### config.mk
export PLATFORM = sky130hd
export DESIGN_NAME = nvram_upload
export DESIGN_NICKNAME = d
export VERILOG_FILES = /design/src/rtl/nvram_upload.sv
export SDC_FILE = /design/constraint.sdc
export NUM_CORES = 1
export LEC_CHECK = 0
export CORE_MARGIN = 5
export CORE_UTILIZATION = 55
export CTS_BUF_LIST = sky130_fd_sc_hd__clkbuf_8
export DETAILED_ROUTE_END_ITERATION = 7
export DONT_BUFFER_PORTS = 1
export MAX_ROUTING_LAYER = met4
export PLACE_DENSITY = 0.73
export SETUP_SLACK_MARGIN = 0.1
export SLEW_MARGIN = 10
export SYNTH_ARGS = -nofsm -noshare
export SYNTH_HDL_FRONTEND = slang
export SYNTH_SLANG_ARGS = --single-unit
export TNS_END_PERCENT = 10
### constraint.sdc
create_clock -name clk_sys -period 5.5 [get_ports clk_sys]
set_clock_uncertainty 0.15 [all_clocks]
set_input_delay 1.375 -clock clk_sys [delete_from_list [all_inputs] [get_ports clk_sys]]
set_output_delay 1.375 -clock clk_sys [all_outputs]
set_load 0.05 [all_outputs]
### src/rtl/nvram_upload.sv
// nvram_upload: serves HPS ioctl upload reads from the core's battery/hiscore
// NVRAM through a second RAM port. The game CPU is held paused for the whole
// session so the RAM contents stay stable. A running 8-bit checksum and a byte
// count of the returned in-range bytes are kept for the OSD.
module nvram_upload #(
  parameter int AW     = 10,    // NVRAM byte address width
  parameter int SIZE   = 1024,  // valid bytes, 1 <= SIZE <= 2**AW
  parameter int RD_LAT = 1      // NVRAM read latency in clk_sys cycles, 1..3
) (
  input  logic          clk_sys,
  input  logic          reset,
  input  logic          ioctl_upload,
  input  logic          ioctl_rd,
  input  logic [24:0]   ioctl_addr,
  output logic [7:0]    ioctl_din,
  output logic          ioctl_wait,
  output logic          pause_req,
  input  logic          pause_ack,
  output logic [AW-1:0] ram_addr,
  output logic          ram_rd,
  input  logic [7:0]    ram_dout,
  output logic          busy,
  output logic [7:0]    checksum,
  output logic [AW:0]   bytes_sent
);

  typedef enum logic [2:0] {
    S_IDLE,
    S_PAUSE,
    S_READY,
    S_FETCH,
    S_DONE
  } state_e;

  localparam logic [24:0] SIZE_A = 25'(SIZE);
  localparam logic [AW:0] SIZE_B = (AW+1)'(SIZE);

  state_e        state_q, state_d;
  logic          upload_q;
  logic [1:0]    cnt_q, cnt_d;
  logic [7:0]    din_q, din_d;
  logic          wait_q, wait_d;
  logic          preq_q, preq_d;
  logic [AW-1:0] addr_q, addr_d;
  logic          rd_q, rd_d;
  logic          busy_q, busy_d;
  logic [7:0]    csum_q, csum_d;
  logic [AW:0]   bytes_q, bytes_d;

  logic up_rise, up_fall, in_range, fetch_done;

  assign up_rise    = ioctl_upload & ~upload_q;
  assign up_fall    = ~ioctl_upload & upload_q;
  assign in_range   = (ioctl_addr < SIZE_A);
  assign fetch_done = (cnt_q == 2'd0);

  // State register plus the registered copy of ioctl_upload for edge detection.
  // NOTE: sequential state uses non-blocking assignments so every register
  // samples the pre-edge values, independent of statement order.
  always_ff @(posedge clk_sys or posedge reset) begin
    if (reset) begin
      state_q  <= S_IDLE;
      upload_q <= 1'b0;
    end else begin
      state_q  <= state_d;
      upload_q <= ioctl_upload;
    end
  end

  // Next-state logic; a falling upload edge aborts any active state.
  // NOTE: the default assignment first keeps this block free of latches.
  always_comb begin
    state_d = state_q;
    unique case (state_q)
      S_IDLE:  if (up_rise) state_d = S_PAUSE;
      S_PAUSE: begin
        if (up_fall)        state_d = S_DONE;
        else if (pause_ack) state_d = S_READY;
      end
      S_READY: begin
        if (up_fall)                   state_d = S_DONE;
        else if (ioctl_rd && in_range) state_d = S_FETCH;
      end
      S_FETCH: begin
        if (up_fall)         state_d = S_DONE;
        else if (fetch_done) state_d = S_READY;
      end
      S_DONE:  state_d = S_IDLE;
      default: state_d = S_IDLE;
    endcase
  end

  // Next values of the registered outputs; ram_rd is a one-cycle pulse.
  always_comb begin
    cnt_d   = cnt_q;
    din_d   = din_q;
    wait_d  = wait_q;
    preq_d  = preq_q;
    addr_d  = addr_q;
    rd_d    = 1'b0;
    busy_d  = busy_q;
    csum_d  = csum_q;
    bytes_d = bytes_q;
    unique case (state_q)
      S_IDLE: begin
        // A read strobe coincident with the session start is ignored.
        if (up_rise) begin
          preq_d  = 1'b1;
          busy_d  = 1'b1;
          wait_d  = 1'b1;
          csum_d  = 8'h00;
          bytes_d = '0;
        end
      end
      S_PAUSE: begin
        if (up_fall) begin
          preq_d = 1'b0;
          wait_d = 1'b0;
          busy_d = 1'b0;
        end else if (pause_ack) begin
          wait_d = 1'b0;
        end
      end
      S_READY: begin
        if (up_fall) begin
          preq_d = 1'b0;
          wait_d = 1'b0;
          busy_d = 1'b0;
        end else if (ioctl_rd) begin
          if (in_range) begin
            addr_d = ioctl_addr[AW-1:0];
            rd_d   = 1'b1;
            wait_d = 1'b1;
            cnt_d  = 2'(RD_LAT);
          end else begin
            // Out-of-range bytes read as erased flash; no RAM access.
            din_d = 8'hFF;
          end
        end
      end
      S_FETCH: begin
        if (up_fall) begin
          // The in-flight RAM result is dropped without touching the counters.
          preq_d = 1'b0;
          wait_d = 1'b0;
          busy_d = 1'b0;
        end else if (fetch_done) begin
          din_d   = ram_dout;
          csum_d  = csum_q + ram_dout;
          bytes_d = (bytes_q == SIZE_B) ? bytes_q : bytes_q + (AW+1)'(1);
          wait_d  = 1'b0;
        end else begin
          cnt_d = cnt_q - 2'd1;
        end
      end
      S_DONE: begin
        preq_d = 1'b0;
        wait_d = 1'b0;
        busy_d = 1'b0;
      end
      default: ;
    endcase
  end

  // Output registers; reset releases pause_req at once so the CPU resumes.
  always_ff @(posedge clk_sys or posedge reset) begin
    if (reset) begin
      cnt_q   <= 2'd0;
      din_q   <= 8'h00;
      wait_q  <= 1'b0;
      preq_q  <= 1'b0;
      addr_q  <= '0;
      rd_q    <= 1'b0;
      busy_q  <= 1'b0;
      csum_q  <= 8'h00;
      bytes_q <= '0;
    end else begin
      cnt_q   <= cnt_d;
      din_q   <= din_d;
      wait_q  <= wait_d;
      preq_q  <= preq_d;
      addr_q  <= addr_d;
      rd_q    <= rd_d;
      busy_q  <= busy_d;
      csum_q  <= csum_d;
      bytes_q <= bytes_d;
    end
  end

  assign ioctl_din  = din_q;
  assign ioctl_wait = wait_q;
  assign pause_req  = preq_q;
  assign ram_addr   = addr_q;
  assign ram_rd     = rd_q;
  assign busy       = busy_q;
  assign checksum   = csum_q;
  assign bytes_sent = bytes_q;

endmodule

# Word level (Yosys, flattened, before mapping)
# Cells that the tools add are included.
[word_totals] elab_cells=99 ff_bits=46 output_inout_bits=41 in_bits=38
[op_classes] addsub=3 reduce_logical=16 n_mux=44 n_lt_le_gt_ge=1 eq_ne=20 bitwise=5
[op_table] op="$mux 8" count=8
[op_table] op="$mux 11" count=4
[op_table] op="$pmux 8 s2" count=2
[op_table] op="$lt 25x11->1 const B" count=1
[op_table] op="$pmux 11 s2" count=1
[op_table] op="$mux 3" count=7
[op_table] op="$ne 2x2->1 const B" count=9
[op_table] op="$reduce_and 6->1" count=3
[op_table] op="$ne 3x3->1 const B" count=5
[op_table] op="$mux 1" count=13
[op_table] op="$pmux 3 s4" count=1
[op_table] op="$reduce_and 4->1" count=3
[op_table] op="$add 11x1->11 const B" count=1
[op_table] op="$eq 11x11->1 const B" count=1
[op_table] op="$mux 2" count=5
[op_table] op="$add 8x8->8" count=1
[op_table] op="$eq 3x2->1 const B" count=2
[op_table] op="$pmux 1 s5" count=1
[op_table] op="$reduce_and 5->1" count=1
[op_table] op="$reduce_bool 5->1" count=1
[op_table] op="$pmux 2 s2" count=1
[op_table] op="$reduce_bool 2->1" count=2
[op_table] op="$eq 3x1->1 const B" count=1
[op_table] op="$eq 3x3->1 const B" count=1
[op_table] op="other kinds (11)" count=14

# Longest topological paths before layout
# Gate-level depths: netlist of the first run.
[logic_depth] word_depth=5 depth_mapped=8 depth_no_buf=7

# Least setup slack after synthesis of the first run
# OpenSTA, ideal clock, no wires.
[synth_timing] path_type="input port to flip-flop" start="input port ioctl_addr[22]" end="register addr_q[0], in the netlist ram_addr[0]" t_required_ns=5.225 setup_ns=0.125 path_slack_ns=2.552 arrival_ns=2.673 path_buffers=1 stages=6 path_cell_list="nor4_1 > nand4_1 > nor2_1 > and2_1 > buf_2 > mux2_2"
[synth_via] elab_chain_cells=2
[synth_lines] element="start, declared" line="14" rtl="input logic [24:0] ioctl_addr,"
[synth_lines] element="$lt 25x11->1" line="54" rtl="assign in_range = (ioctl_addr < SIZE_A);"
[synth_lines] element="$reduce_and 4->1 (no source line)"
[synth_lines] element="end signal, assigned" line="182" rtl="addr_q <= addr_d;"
[synth_lines] element="end, declared" line="44" rtl="logic [AW-1:0] addr_q, addr_d;"
# No other way between the ends.
# A chain may end at the register's enable or synchronous reset.

# Worst setup path in the final report of the first run
[layout_timing] start="input port ioctl_addr[22]" end="register addr_q[9], in the netlist ram_addr[9]"
# Same word-level chain as after synthesis.

==> run summary, run 1 <==
The final setup slack of the worst path was 2.54 ns. The number of synthesized flops with an enable pin was 0. The run gives 0.804 as the routability-driven placement congestion ratio. The total clock buffers created by CTS came out at 5. For the setup slack of the most critical reg-to-reg path, the log shows 2.90 ns. The tools report the post-cts sizing count as 0. The clock passes through at most 2 buffers. The run gives 24 as the number of cell rows. The most used flip-flop cell after synthesis is sky130_fd_sc_hd__dfrtp_1. Power spread over the standard cell area amounts to 530 mW/mm^2. Walking the worst path, the cells encountered are nor4_1 -> nand4_1 -> nor2_1 -> and2_1 -> mux2_2.

For the deepest level of the CTS H-tree, the log shows 2. For this run, the detailed router's first-pass iteration total came to 4. Setup fix buffers added after clock tree synthesis: 0. Port buffering added 0 buffers. The area growth from synthesis to layout is 3.75%.

Launch instance of the worst register-to-register path: bytes_sent[0]$_DFFE_PP0P_. During synthesis, Yosys emitted a total of 0 warnings. The placed instance count was 296; the count of final max-slew check failures was 0. Before CTS, the worst setup slack after placement is 2.19 ns.

The accumulated negative setup slack is 0 ns. Post-detailed-route wirelength per cell: 17.2 microns. The worst setup path category is input port to flip-flop.

Element type at the critical path start: an input port. The share of flip-flops with an asynchronous set or reset after synthesis is 1.00, and the half-perimeter wire length after placement is 3.82 mm. In this run the cell area of the synthesized design comes to 0.00250 sq mm. The run finished with clean final reports. Setup violations remaining at the end of the flow were counted as 0. The static leakage power is 1.14 nW. The logs give 0.383 for the relative slew slack and 0 for the number of hold violations in the final report.

The most critical setup path has its endpoint at ram_addr[9]$_DFFE_PP0P_. After synthesis, the netlist uses 50 different library cells. TritonCTS built the clock tree. The finished layout holds 304 standard cells, fillers aside.

Counting instances, the worst hold path has a depth of 2. For the worst setup path, the data required time is 5.54 ns. Based on the critical path, the design can be clocked at up to 338 MHz.

The run gives 1.38 mW as the power after layout. The tools report the total of max-cap violations as 0. In this run the worst path has a maximum fanout of 10. Entering global routing, the biggest net connects 47 pins.

Global router's overall resource usage: 0.182. Share of final-layout standard cells stronger than drive strength 1: 0.0913. 0 antenna diodes ended up in the layout.

In this run the remaining antenna-violating nets after routing total 0. The logs give 306 for the number of nets produced by synthesis and 257 for the count of mapped cells out of synthesis. The worst register-to-register path has a depth of 6.

The residual DRC count was 0. The final instance area is 0.00259 sq mm. Type of the most critical hold path: flip-flop to flip-flop. The vias per cell came out at 6.32. The synthesized area divided by synthesized cell count was 9.73 sq um; the total vias in the final route was 1920. At the later pin of the worst-skew pair, clock insertion delay measures 0.30 ns. The die covers 0.00599 sq mm.

Counting the fill cells in the layout gives 385. The run gives 0 as the number of hold buffers added after CTS. The tools report the count of pins on the block boundary as 79. The core region is 0.00438 sq mm. For the wire length of the first global-routing pass, the log shows 8.69 mm. Hold is met by 0.364 ns. Via count of the first global-routing pass: 1764.

The post-layout utilization of the core was 0.592; the delay of the slowest critical-path stage was 0.47 ns. The floorplan die height came out at 77.4 microns. The global-route congestion overflow total is 0.

The tools report the number of nets in the layout as 300. The slowest cell on the critical path was sky130_fd_sc_hd__and2_1. Setup repair after global routing left no endpoint under its margin.

The worst path needs 2.96 ns of the cycle, external delays included. The worst setup path is captured at a flip-flop. At the pin with the least slew margin, the transition time is 0.924 ns.

The tools report the destination of the worst register-to-register timing path as bytes_sent[5]$_DFFE_PP0P_. After detailed placement, the total cell area comes to 0.00250 sq mm. The initial core utilization came out at 0.570.

The tree built by TritonCTS fans out to 46 sinks. After the first detailed-routing iteration, the DRC count stood at 133. The clock slew seen by the registers of the worst setup and hold paths is 0.09 ns. After synthesis the netlist holds a flip-flop and latch count of 46.

The final layout contains routed wiring with a total length of 5.23 mm. The final cycle utilization of the critical path works out to 0.538. The post-synthesis sequential area ratio is 0.460, and the signal arrival time at the worst endpoint is 3.00 ns. The worst supply voltage drop on vdd is 236 uV, and the number of antenna violations at the first check in global routing is 0.

The tree is rooted in a sky130_fd_sc_hd__clkbuf_8. Tracing the worst setup path back leads to its startpoint at ioctl_addr[22]. The die is 77.4 microns wide.
-- cell families (layout without fill, tap and decap cells) --
logic type               after synthesis  count (layout)  synth area share
buffers and inverters                 23              18            0.0405
adder cells (fa/ha/maj)               11              11            0.0581
XOR/XNOR                               4               4            0.0140
flip-flops                            46              46             0.460
multiplexers                          11              11            0.0491
AND/OR/NAND/NOR                       90              90             0.182
AO/OA/AOI/OAI                         72              72             0.196
-- cell usage in the layout, fill, tap and decap left out, drive strengths merged, types with 3 or more instances in the layout --
| cell | instances |
|---|---|
| a211oi | 3 |
| a21o | 3 |
| a21oi | 8 |
| a2bb2oi | 3 |
| and2 | 4 |
| clkbuf | 5 |
| dfrtp | 46 |
| ha | 10 |
| inv | 11 |
| mux2 | 10 |
| nand2 | 22 |
| nand2b | 7 |
| nand3 | 8 |
| nor2 | 18 |
| nor2b | 3 |
| nor3 | 7 |
| nor4 | 5 |
| o21ai | 24 |
| o22a | 7 |
| o31ai | 5 |
| or2 | 5 |
| or4 | 3 |
| xnor2 | 3 |
-- worst min-delay path by stage --
stage | slack (ns) | end | from
global route | 0.40 | cnt_q[1]$_DFFE_PP0P_ | cnt_q[1]$_DFFE_PP0P_
global placement | 0.34 | cnt_q[1]$_DFFE_PP0P_ | cnt_q[1]$_DFFE_PP0P_
detailed placement | 0.34 | cnt_q[1]$_DFFE_PP0P_ | cnt_q[1]$_DFFE_PP0P_
CTS | 0.37 | cnt_q[1]$_DFFE_PP0P_ | cnt_q[1]$_DFFE_PP0P_
floorplan | 0.31 | cnt_q[1]$_DFFE_PP0P_ | cnt_q[1]$_DFFE_PP0P_
finish | 0.36 | cnt_q[1]$_DFFE_PP0P_ | cnt_q[1]$_DFFE_PP0P_
-- power breakdown --
group	switching, mW	total, mW	internal, mW	leakage, nW
clock network	0.121	0.212	0.0909	0.0408
registers	0.390	0.810	0.420	0.586
logic	0.182	0.354	0.172	0.518
-- worst max-delay path, delay by kind of cell --
family / cells / cell delay, ns
simple gates: 4 / 1.22
mux: 1 / 0.39
-- flip-flops by register name, indices dropped and copies added (netlist names) --
signal / cells
busy: 1
bytes_sent: 11
checksum: 8
cnt_q: 2
ioctl_din: 8
ioctl_wait: 1
ram_addr: 10
ram_rd: 1
state_q: 3
upload_q: 1
-- synthesized netlist by cell type (2+ instances only) --
library cell                number  area share
sky130_fd_sc_hd__a221o_1         2      0.0080
sky130_fd_sc_hd__o21bai_1        2      0.0060
sky130_fd_sc_hd__nor4_1          5       0.013
sky130_fd_sc_hd__and2_1          4       0.010
sky130_fd_sc_hd__inv_1          10       0.015
sky130_fd_sc_hd__nand2_1        22       0.033
sky130_fd_sc_hd__a2bb2oi_1       3       0.011
sky130_fd_sc_hd__a211oi_1        3      0.0090
sky130_fd_sc_hd__dfrtp_1        46        0.46
sky130_fd_sc_hd__clkbuf_1        7       0.011
sky130_fd_sc_hd__or2_2           3      0.0075
sky130_fd_sc_hd__o211ai_1        2      0.0060
sky130_fd_sc_hd__a31oi_1         2      0.0050
sky130_fd_sc_hd__o22a_1          7       0.025
sky130_fd_sc_hd__ha_1           10       0.050
sky130_fd_sc_hd__buf_2           3      0.0060
sky130_fd_sc_hd__or4_1           3      0.0090
sky130_fd_sc_hd__or2_1           2      0.0050
sky130_fd_sc_hd__nand2b_1        7       0.018
sky130_fd_sc_hd__a21o_1          3      0.0090
sky130_fd_sc_hd__o41ai_1         2      0.0070
sky130_fd_sc_hd__a211o_1         2      0.0070
sky130_fd_sc_hd__o21ai_0        24       0.048
sky130_fd_sc_hd__a21oi_1         8       0.016
sky130_fd_sc_hd__nor3_1          7       0.014
sky130_fd_sc_hd__xnor2_1         3       0.011
sky130_fd_sc_hd__and3_1          2      0.0050
sky130_fd_sc_hd__nand3_1         8       0.016
sky130_fd_sc_hd__o31ai_1         5       0.015
sky130_fd_sc_hd__nor3b_1         2      0.0060
sky130_fd_sc_hd__nor2_1         18       0.027
sky130_fd_sc_hd__mux2_2         10       0.045
sky130_fd_sc_hd__nor2b_1         3      0.0075
-- routing by layer --
layer	global-route usage	wire length, microns
met5	-	0
met4	0.0515	65
met3	0.0590	378
met2	0.278	2540
met1	0.234	2250
-- final cells by class --
class                      instances  area [sq um]  share of cell area
multi-input combinational        188          1250               0.481
sequential                        46          1150               0.444
clock buffer                       5          68.8              0.0265
tap                               52          65.1              0.0251
inverter                          10          37.5              0.0145
clock inverter                     3          23.8             0.00917
Note: power is estimated with default switching activity, not from simulation.
==> inputs of run 2 (changes only) <==
- clock period: 5.5 -> 2.82 ns (I/O delays scaled with it)
==> run 2 against run 1 <==
Die area is the same; clock-buffer cell count unchanged; utilization increased by 4.1 points; sequential cell count did not move; sequential share of layout area is 2.9 points lower; sequential power grew 62%; non-clock buffer count grew 21; power increased by 110%; largest power group unchanged.
==> run summary, run 2 (synthesis results as in run 1) <==
The flow ran to the end, and the final reports show no timing, DRC or antenna violations. The smallest clock period supported by the final layout is computed as 2.41 ns. The final-layout worst hold slack is 0.0893 ns (-0.275 ns). In this run the worst setup path begins at cnt_q[0]$_DFFE_PP0P_.

The setup fix buffers added after clock tree synthesis came out at 0 (unchanged). Setup slack of the most critical reg-to-reg path: 0.41 ns (-2.49 ns). The vias per cell was 6.20 (-1.9%); the number of antenna violations at the first check in global routing was 0 (unchanged). The final cycle utilization of the critical path came out at 0.855. The run gives 9.13 mm (+5.1%) as the wire length of the first global-routing pass.

The top cell types in the final layout, fill and taps aside, are sky130_fd_sc_hd__dfrtp_1 (46), sky130_fd_sc_hd__o21ai_0 (24), sky130_fd_sc_hd__nand2_1 (22), sky130_fd_sc_hd__buf_4 (21), sky130_fd_sc_hd__nor2_1 (18). For the number of sinks on the clock net, the log shows 46 (unchanged). The number of port buffers is 0 (unchanged). The starting DRC count in detailed routing was 102 (-23%); the area growth from synthesis to final layout was 10.9%.

The clock slew seen by the registers of the worst setup and hold paths is 0.09 ns (about the same), and the filler cell count in the final layout is 367 (-4.7%). In this run the critical register-to-register path is captured at bytes_sent[5]$_DFFE_PP0P_. In this run the worst hold path is classified as input port to async pin.

The initial core utilization came out at 0.570 (unchanged). The share of final-layout standard cells stronger than drive strength 1 is 0.161 (+0.0699), and the cell depth of the worst setup path is 7 (+2). The tools report the final wirelength as 5.40 mm (+3.2%).

The post-detailed-route wirelength per cell is 16.6 microns (-3.5%). Floorplan die height: 77.4 microns (unchanged). TritonCTS built the clock tree. The logs give 0.866 (+7.6%) for the routability-driven placement congestion ratio and 0.00599 sq mm (unchanged) for the die area.

The logs give 0 (unchanged) for the number of hold violations in the final report and 515 uV (+120%) for the worst supply voltage drop on vdd. Combined flip-flop and latch cell area: 0.00115 sq mm (unchanged). For this design, the slowest cell found on the critical path is sky130_fd_sc_hd__dfrtp_1. The standard cell area after detailed placement was 0.00266 sq mm (+6.3%); the residual DRC count was 0 (unchanged). The cell family contributing the most delay on the critical path is compound AO/OA/AOI/OAI gates. For this run, the top clock speed supported by timing is 415 MHz. Signal arrival time at the worst endpoint: 2.44 ns (-0.56 ns). The deepest level of the CTS H-tree was 2 (unchanged); the number of iterations in the first detailed-routing pass was 4 (unchanged). The run gives 2.85 ns (-2.69 ns) as the worst endpoint required time.

The final instance area came out at 0.00277 sq mm (+6.9%). The minimum setup slack after placement was 0.324 ns (-1.87 ns). The worst setup path category is flip-flop to flip-flop.

The relative slew slack came out at 0.591 (+0.208). The global router's overall resource usage was 0.189 (+0.00715). The most common cell after layout, fill and taps aside was sky130_fd_sc_hd__dfrtp_1. The flip-flop count of the largest register, all copies and words added is 11 (unchanged).

For the accumulated negative setup slack, the log shows 0 ns (unchanged). The run gives 0.29 ns (about the same) as the later-pin clock latency in the skew report. The number of antenna cells inserted is 0 (unchanged). The static leakage power was 1.26 nW (+10%).

Endpoint class of the critical path: a flip-flop. The root buffer cell chosen for the clock tree is sky130_fd_sc_hd__clkbuf_8. Count of buffering cells on the critical path with inverters included: 1 (+1).

The logs give 24 (unchanged) for the number of cell rows and 0 (unchanged) for the count of final max-slew check failures. The placeable core region is 0.00438 sq mm (unchanged), and the power after layout is 2.87 mW (+110%). The transition time of the tightest slew-check pin works out to 0.604 ns (-0.320 ns). Setup repair after global routing left no endpoint under its margin. The depth of the worst register-to-register path is 7 (+1). The logs give 0.00125 sq mm (unchanged) for the area taken by multi-input logic gates and 0 (unchanged) for the final antenna-violating net count. The largest fanout on the critical path is 8 (-2). The count of pins on the block boundary was 79 (unchanged); the total of max-cap violations was 0 (unchanged). The worst-case clock buffer depth is 2 (unchanged). The run gives 0 (unchanged) as the post-cts sizing count. The total clock buffers created by CTS is 5 (unchanged), and the total of endpoints with negative setup slack in the final report is 0 (unchanged). The tools report the final setup slack of the worst path as 0.410 ns (-2.13 ns). For the number of nets in the layout, the log shows 321 (+7.0%). The worst register-to-register path begins at cnt_q[0]$_DFFE_PP0P_. The global-route congestion overflow total came out at 0 (unchanged). The worst setup path is launched from a flip-flop.

The via count of the first global-routing pass was 1965 (+11%); the power per cell area was 1040 mW/mm^2 (+95%). The number of hold buffers added after CTS is 0 (unchanged). Following the worst setup path forward leads to its endpoint at bytes_sent[5]$_DFFE_PP0P_. The width of the die works out to 77.4 microns (unchanged).

The tools report the total vias in the final route as 2014 (+4.9%). The delay of the slowest critical-path stage is 0.39 ns (-0.08 ns), and the half-perimeter wire length after placement is 4.15 mm (+8.7%). The largest net degree at the start of global routing came out at 20 (-57%).

Walking the worst path, the cells encountered are inv_1 -> ha_1 -> nand3_1 -> a2bb2oi_1 -> a311o_1 -> or2_1 -> o41ai_1.
## run 2: changes by cell type in the layout (fill, tap and decap cells not counted), sizes merged
cell	before	now
buf	0	21
bufinv	0	1
inv	11	10
## run 2: worst min-delay path by stage
stage	depth (start not counted)	from	slack, ns	end
global placement	2	cnt_q[1]$_DFFE_PP0P_	0.32	cnt_q[1]$_DFFE_PP0P_
floorplan	2	cnt_q[1]$_DFFE_PP0P_	0.31	cnt_q[1]$_DFFE_PP0P_
finish	1	reset	0.09	ram_addr[4]$_DFFE_PP0P_
global route	1	reset	0.09	ram_addr[7]$_DFFE_PP0P_
detailed placement	2	cnt_q[1]$_DFFE_PP0P_	0.33	cnt_q[1]$_DFFE_PP0P_
CTS	1	reset	0.09	ram_addr[5]$_DFFE_PP0P_
## run 2: power by group
group / internal [mW] / switching (mW) / total, mW
Clock: 0.264 / 0.230 / 0.494
Combinational: 0.416 / 0.645 / 1.06
Sequential: 0.824 / 0.490 / 1.31
Total: 1.50 / 1.37 / 2.87
## run 2: routing by layer
metal	wire, microns	vias to the layer above	global-route usage	share of wire
li1	-	962	-	-
met1	2270	983	0.230	0.42
met2	2680	63	0.304	0.50
met3	390	6	0.0544	0.072
met4	64	0	0.0636	0.012
met5	0	-	-	0
## run 2: layout make-up
cell class | count | share of cell area
clock buffer | 5 | 0.0248
clock inverter | 3 | 0.0162
inverter | 10 | 0.0135
multi-input combinational | 188 | 0.450
sequential | 46 | 0.415
tap | 52 | 0.0235
timing repair buffer | 21 | 0.0569
## run 2: stage by stage
stage	util	cells
2_1_floorplan	-	257
3_3_place_gp	0.606	317
3_5_place_dp	0.606	317
4_1_cts	0.632	325
5_1_grt	0.632	325
6_report	0.632	325
==> inputs of run 3 (changes only) <==
- MAX_ROUTING_LAYER: met4 -> unset
==> run 3 against run 2 <==
Non-clock buffer count unchanged; fmax about the same; die area unchanged; highest routed layer unchanged; largest cell class unchanged.
==> run summary, run 3 (synthesis results as in run 1) <==
The flow ran to the end, and the final reports show no timing, DRC or antenna violations. The logs give 0 (unchanged) for the total of max-cap violations and 20 (unchanged) for the largest net degree at the start of global routing. The slowest cell on the critical path is sky130_fd_sc_hd__dfrtp_1. The run gives 0.184 (-0.00555) as the global router's overall resource usage. The worst-case clock buffer depth is 2 (unchanged), and the placed instance count is 317 (unchanged).

The routability-driven placement congestion ratio was 0.852 (-1.6%). The power after layout is 2.87 mW (about the same), and the placeable core region is 0.00438 sq mm (unchanged). The final cycle utilization of the critical path is 0.854 (about the same), and the part of the power in combinational logic is 0.370 (about the same).

Signal arrival time at the worst endpoint: 2.44 ns (about the same). The final instance area is 0.00277 sq mm (unchanged). The run gives 0 (unchanged) as the residual DRC count. For the post-layout utilization of the core, the log shows 0.632 (unchanged). The vias per cell is 6.17 (-0.40%), and the transition time of the tightest slew-check pin is 0.604 ns (+0.00000495 ns).

The element type at the critical path start was a flip-flop. The run gives 325 (unchanged) as the final non-filler cell total. The accumulated negative setup slack is 0 ns (unchanged).

The area taken by multi-input logic gates is 0.00125 sq mm (unchanged), and the number of port buffers is 0 (unchanged). STA classifies the critical path endpoint as a flip-flop. The starting DRC count in detailed routing is 106 (+3.9%), and the number of sinks on the clock net is 46 (unchanged).

The library cell used most frequently in the layout, excluding fill and tap cells, is sky130_fd_sc_hd__dfrtp_1. Post-cts sizing count: 0 (unchanged). The tools report the source of the critical timing path as cnt_q[0]$_DFFE_PP0P_. For the number of antenna violations at the first check in global routing, the log shows 0 (unchanged).

The clock slew seen by the registers of the worst setup and hold paths is 0.09 ns (about the same), and the delay of the slowest critical-path stage is 0.39 ns (about the same). The number of hold buffers added after CTS is 0 (unchanged), and the number of nets in the layout is 321 (unchanged). The largest fanout on the critical path was 8 (unchanged). Setup fix buffers added after clock tree synthesis: 0 (unchanged).

The logs give 0.324 ns (unchanged) for the minimum setup slack after placement and 0 (unchanged) for the number of hold violations in the final report. The worst hold path belongs to the class input port to async pin. The logs give 0 (unchanged) for the total of endpoints with negative setup slack in the final report and 0.570 (unchanged) for the initial core utilization. Combined flip-flop and latch cell area: 0.00115 sq mm (unchanged). The startpoint identified for the worst register-to-register timing path is cnt_q[0]$_DFFE_PP0P_. The run gives 0.591 (about the same) as the relative slew slack. The logs give 2.85 ns (about the same) for the worst endpoint required time and 1965 (unchanged) for the via count of the first global-routing pass.

The total clock buffers created by CTS is 5 (unchanged). The top achievable clock speed was 415 MHz (about the same); the power per cell area was 1040 mW/mm^2 (about the same). The half-perimeter wire length after placement is 4.15 mm (unchanged). The number of antenna cells inserted is 0 (unchanged), and the share of final-layout standard cells stronger than drive strength 1 is 0.161 (unchanged).

The minimum clock period after layout came out at 2.41 ns (-0.00155 ns). For the internal power of the cells, the log shows 1.50 mW (about the same). Flip-flop count of the largest register, all copies and words added: 11 (unchanged). TritonCTS built the clock tree.

The tools report the wire length of the first global-routing pass as 9.12 mm (about the same). The tools report the final antenna-violating net count as 0 (unchanged). The area growth from synthesis to final layout works out to 10.9% (unchanged). Setup repair after global routing left no endpoint under its margin.

The floorplan die height works out to 77.4 microns (unchanged). Standard cell area after detailed placement: 0.00266 sq mm (unchanged). The static leakage power is 1.26 nW (unchanged). The filler cell count in the final layout is 367 (unchanged). Later-pin clock latency in the skew report: 0.29 ns (about the same). The global-route congestion overflow total was 0 (unchanged). For the total vias in the final route, the log shows 2006 (-0.40%). The number of cell rows is 24 (unchanged).

Count of final max-slew check failures: 0 (unchanged). The switching share of total power is 0.476 (about the same), and the final setup slack of the worst path is 0.411 ns (+0.00155 ns). The deepest level of the CTS H-tree was 2 (unchanged); the width of the die was 77.4 microns (unchanged). The root buffer cell is sky130_fd_sc_hd__clkbuf_8.

The logs give 0.172 (about the same) for the part of the total power dissipated in the clock network and 0.00599 sq mm (unchanged) for the die area. Final-layout worst hold slack: 0.0896 ns (+0.000291 ns). The depth of the worst register-to-register path is 7 (unchanged), and the count of pins on the block boundary is 79 (unchanged).

The final wirelength came out at 5.41 mm (+0.13%). The critical path goes through inv_1 -> ha_1 -> nand3_1 -> a2bb2oi_1 -> a311o_1 -> or2_1 -> o41ai_1. The number of iterations in the first detailed-routing pass came out at 4 (unchanged). The sequential cell fraction of total power was 0.458 (about the same); the switching component of the power was 1.37 mW (about the same).

The post-detailed-route wirelength per cell was 16.6 microns (+0.13%); the worst supply voltage drop on vdd was 516 uV (about the same). The top cell types in the final layout, fill and taps aside, are sky130_fd_sc_hd__dfrtp_1 (46), sky130_fd_sc_hd__o21ai_0 (24), sky130_fd_sc_hd__nand2_1 (22), sky130_fd_sc_hd__buf_4 (21), sky130_fd_sc_hd__nor2_1 (18). The critical path is of the flip-flop to flip-flop type.
-- run 3: cell counts in the layout (fill, tap and decap cells not counted) --
Identical to the previous run, type by type.
-- run 3: cell type report --
cell class | instances | share of cell area
clock buffer | 5 | 0.0248
clock inverter | 3 | 0.0162
inverter | 10 | 0.0135
multi-input combinational | 188 | 0.450
sequential | 46 | 0.415
tap | 52 | 0.0235
timing repair buffer | 21 | 0.0569
-- run 3: critical path, delay by kind of cell, from the launching register on --
family                   cells  cell delay (ns)
adder cells (fa/ha/maj)      1             0.26
flip-flops                   1             0.39
AO/OA/AOI/OAI                3             0.93
buffers and inverters        1             0.10
AND/OR/NAND/NOR              2             0.46
-- run 3: worst paths after layout --
| path | endpoint | slack, ns |
|---|---|---|
| max | bytes_sent[5]$_DFFE_PP0P_ | 0.41 |
| min | ram_addr[4]$_DFFE_PP0P_ | 0.09 |
| max reg2reg | bytes_sent[5]$_DFFE_PP0P_ | 0.41 |
| min reg2reg | cnt_q[1]$_DFFE_PP0P_ | 0.35 |
| max in group asynchronous | state_q[1]$_DFFE_PP0P_ | 1.87 |
| min in group clk_sys | upload_q$_DFF_PP0_ | 0.28 |
-- run 3: layer usage --
| layer | GRT usage | up-vias | routed length (microns) |
|---|---|---|---|
| met2 | 0.302 | 61 | 2660 |
| met5 | 0 | - | 0 |
| li1 | - | 962 | - |
| met1 | 0.231 | 977 | 2300 |
| met3 | 0.0579 | 6 | 385 |
| met4 | 0.0584 | 0 | 64 |
-- run 3: power groups by stage --
stage          Combinational, mW  Clock [mW]  Sequential [mW]
2_1_floorplan              0.659           0             1.48
3_3_place_gp                1.05           0             1.33
3_5_place_dp                1.06           0             1.33
4_1_cts                     1.07       0.505             1.32
5_1_grt                     1.18       0.539             1.34
6_report                    1.06       0.494             1.31
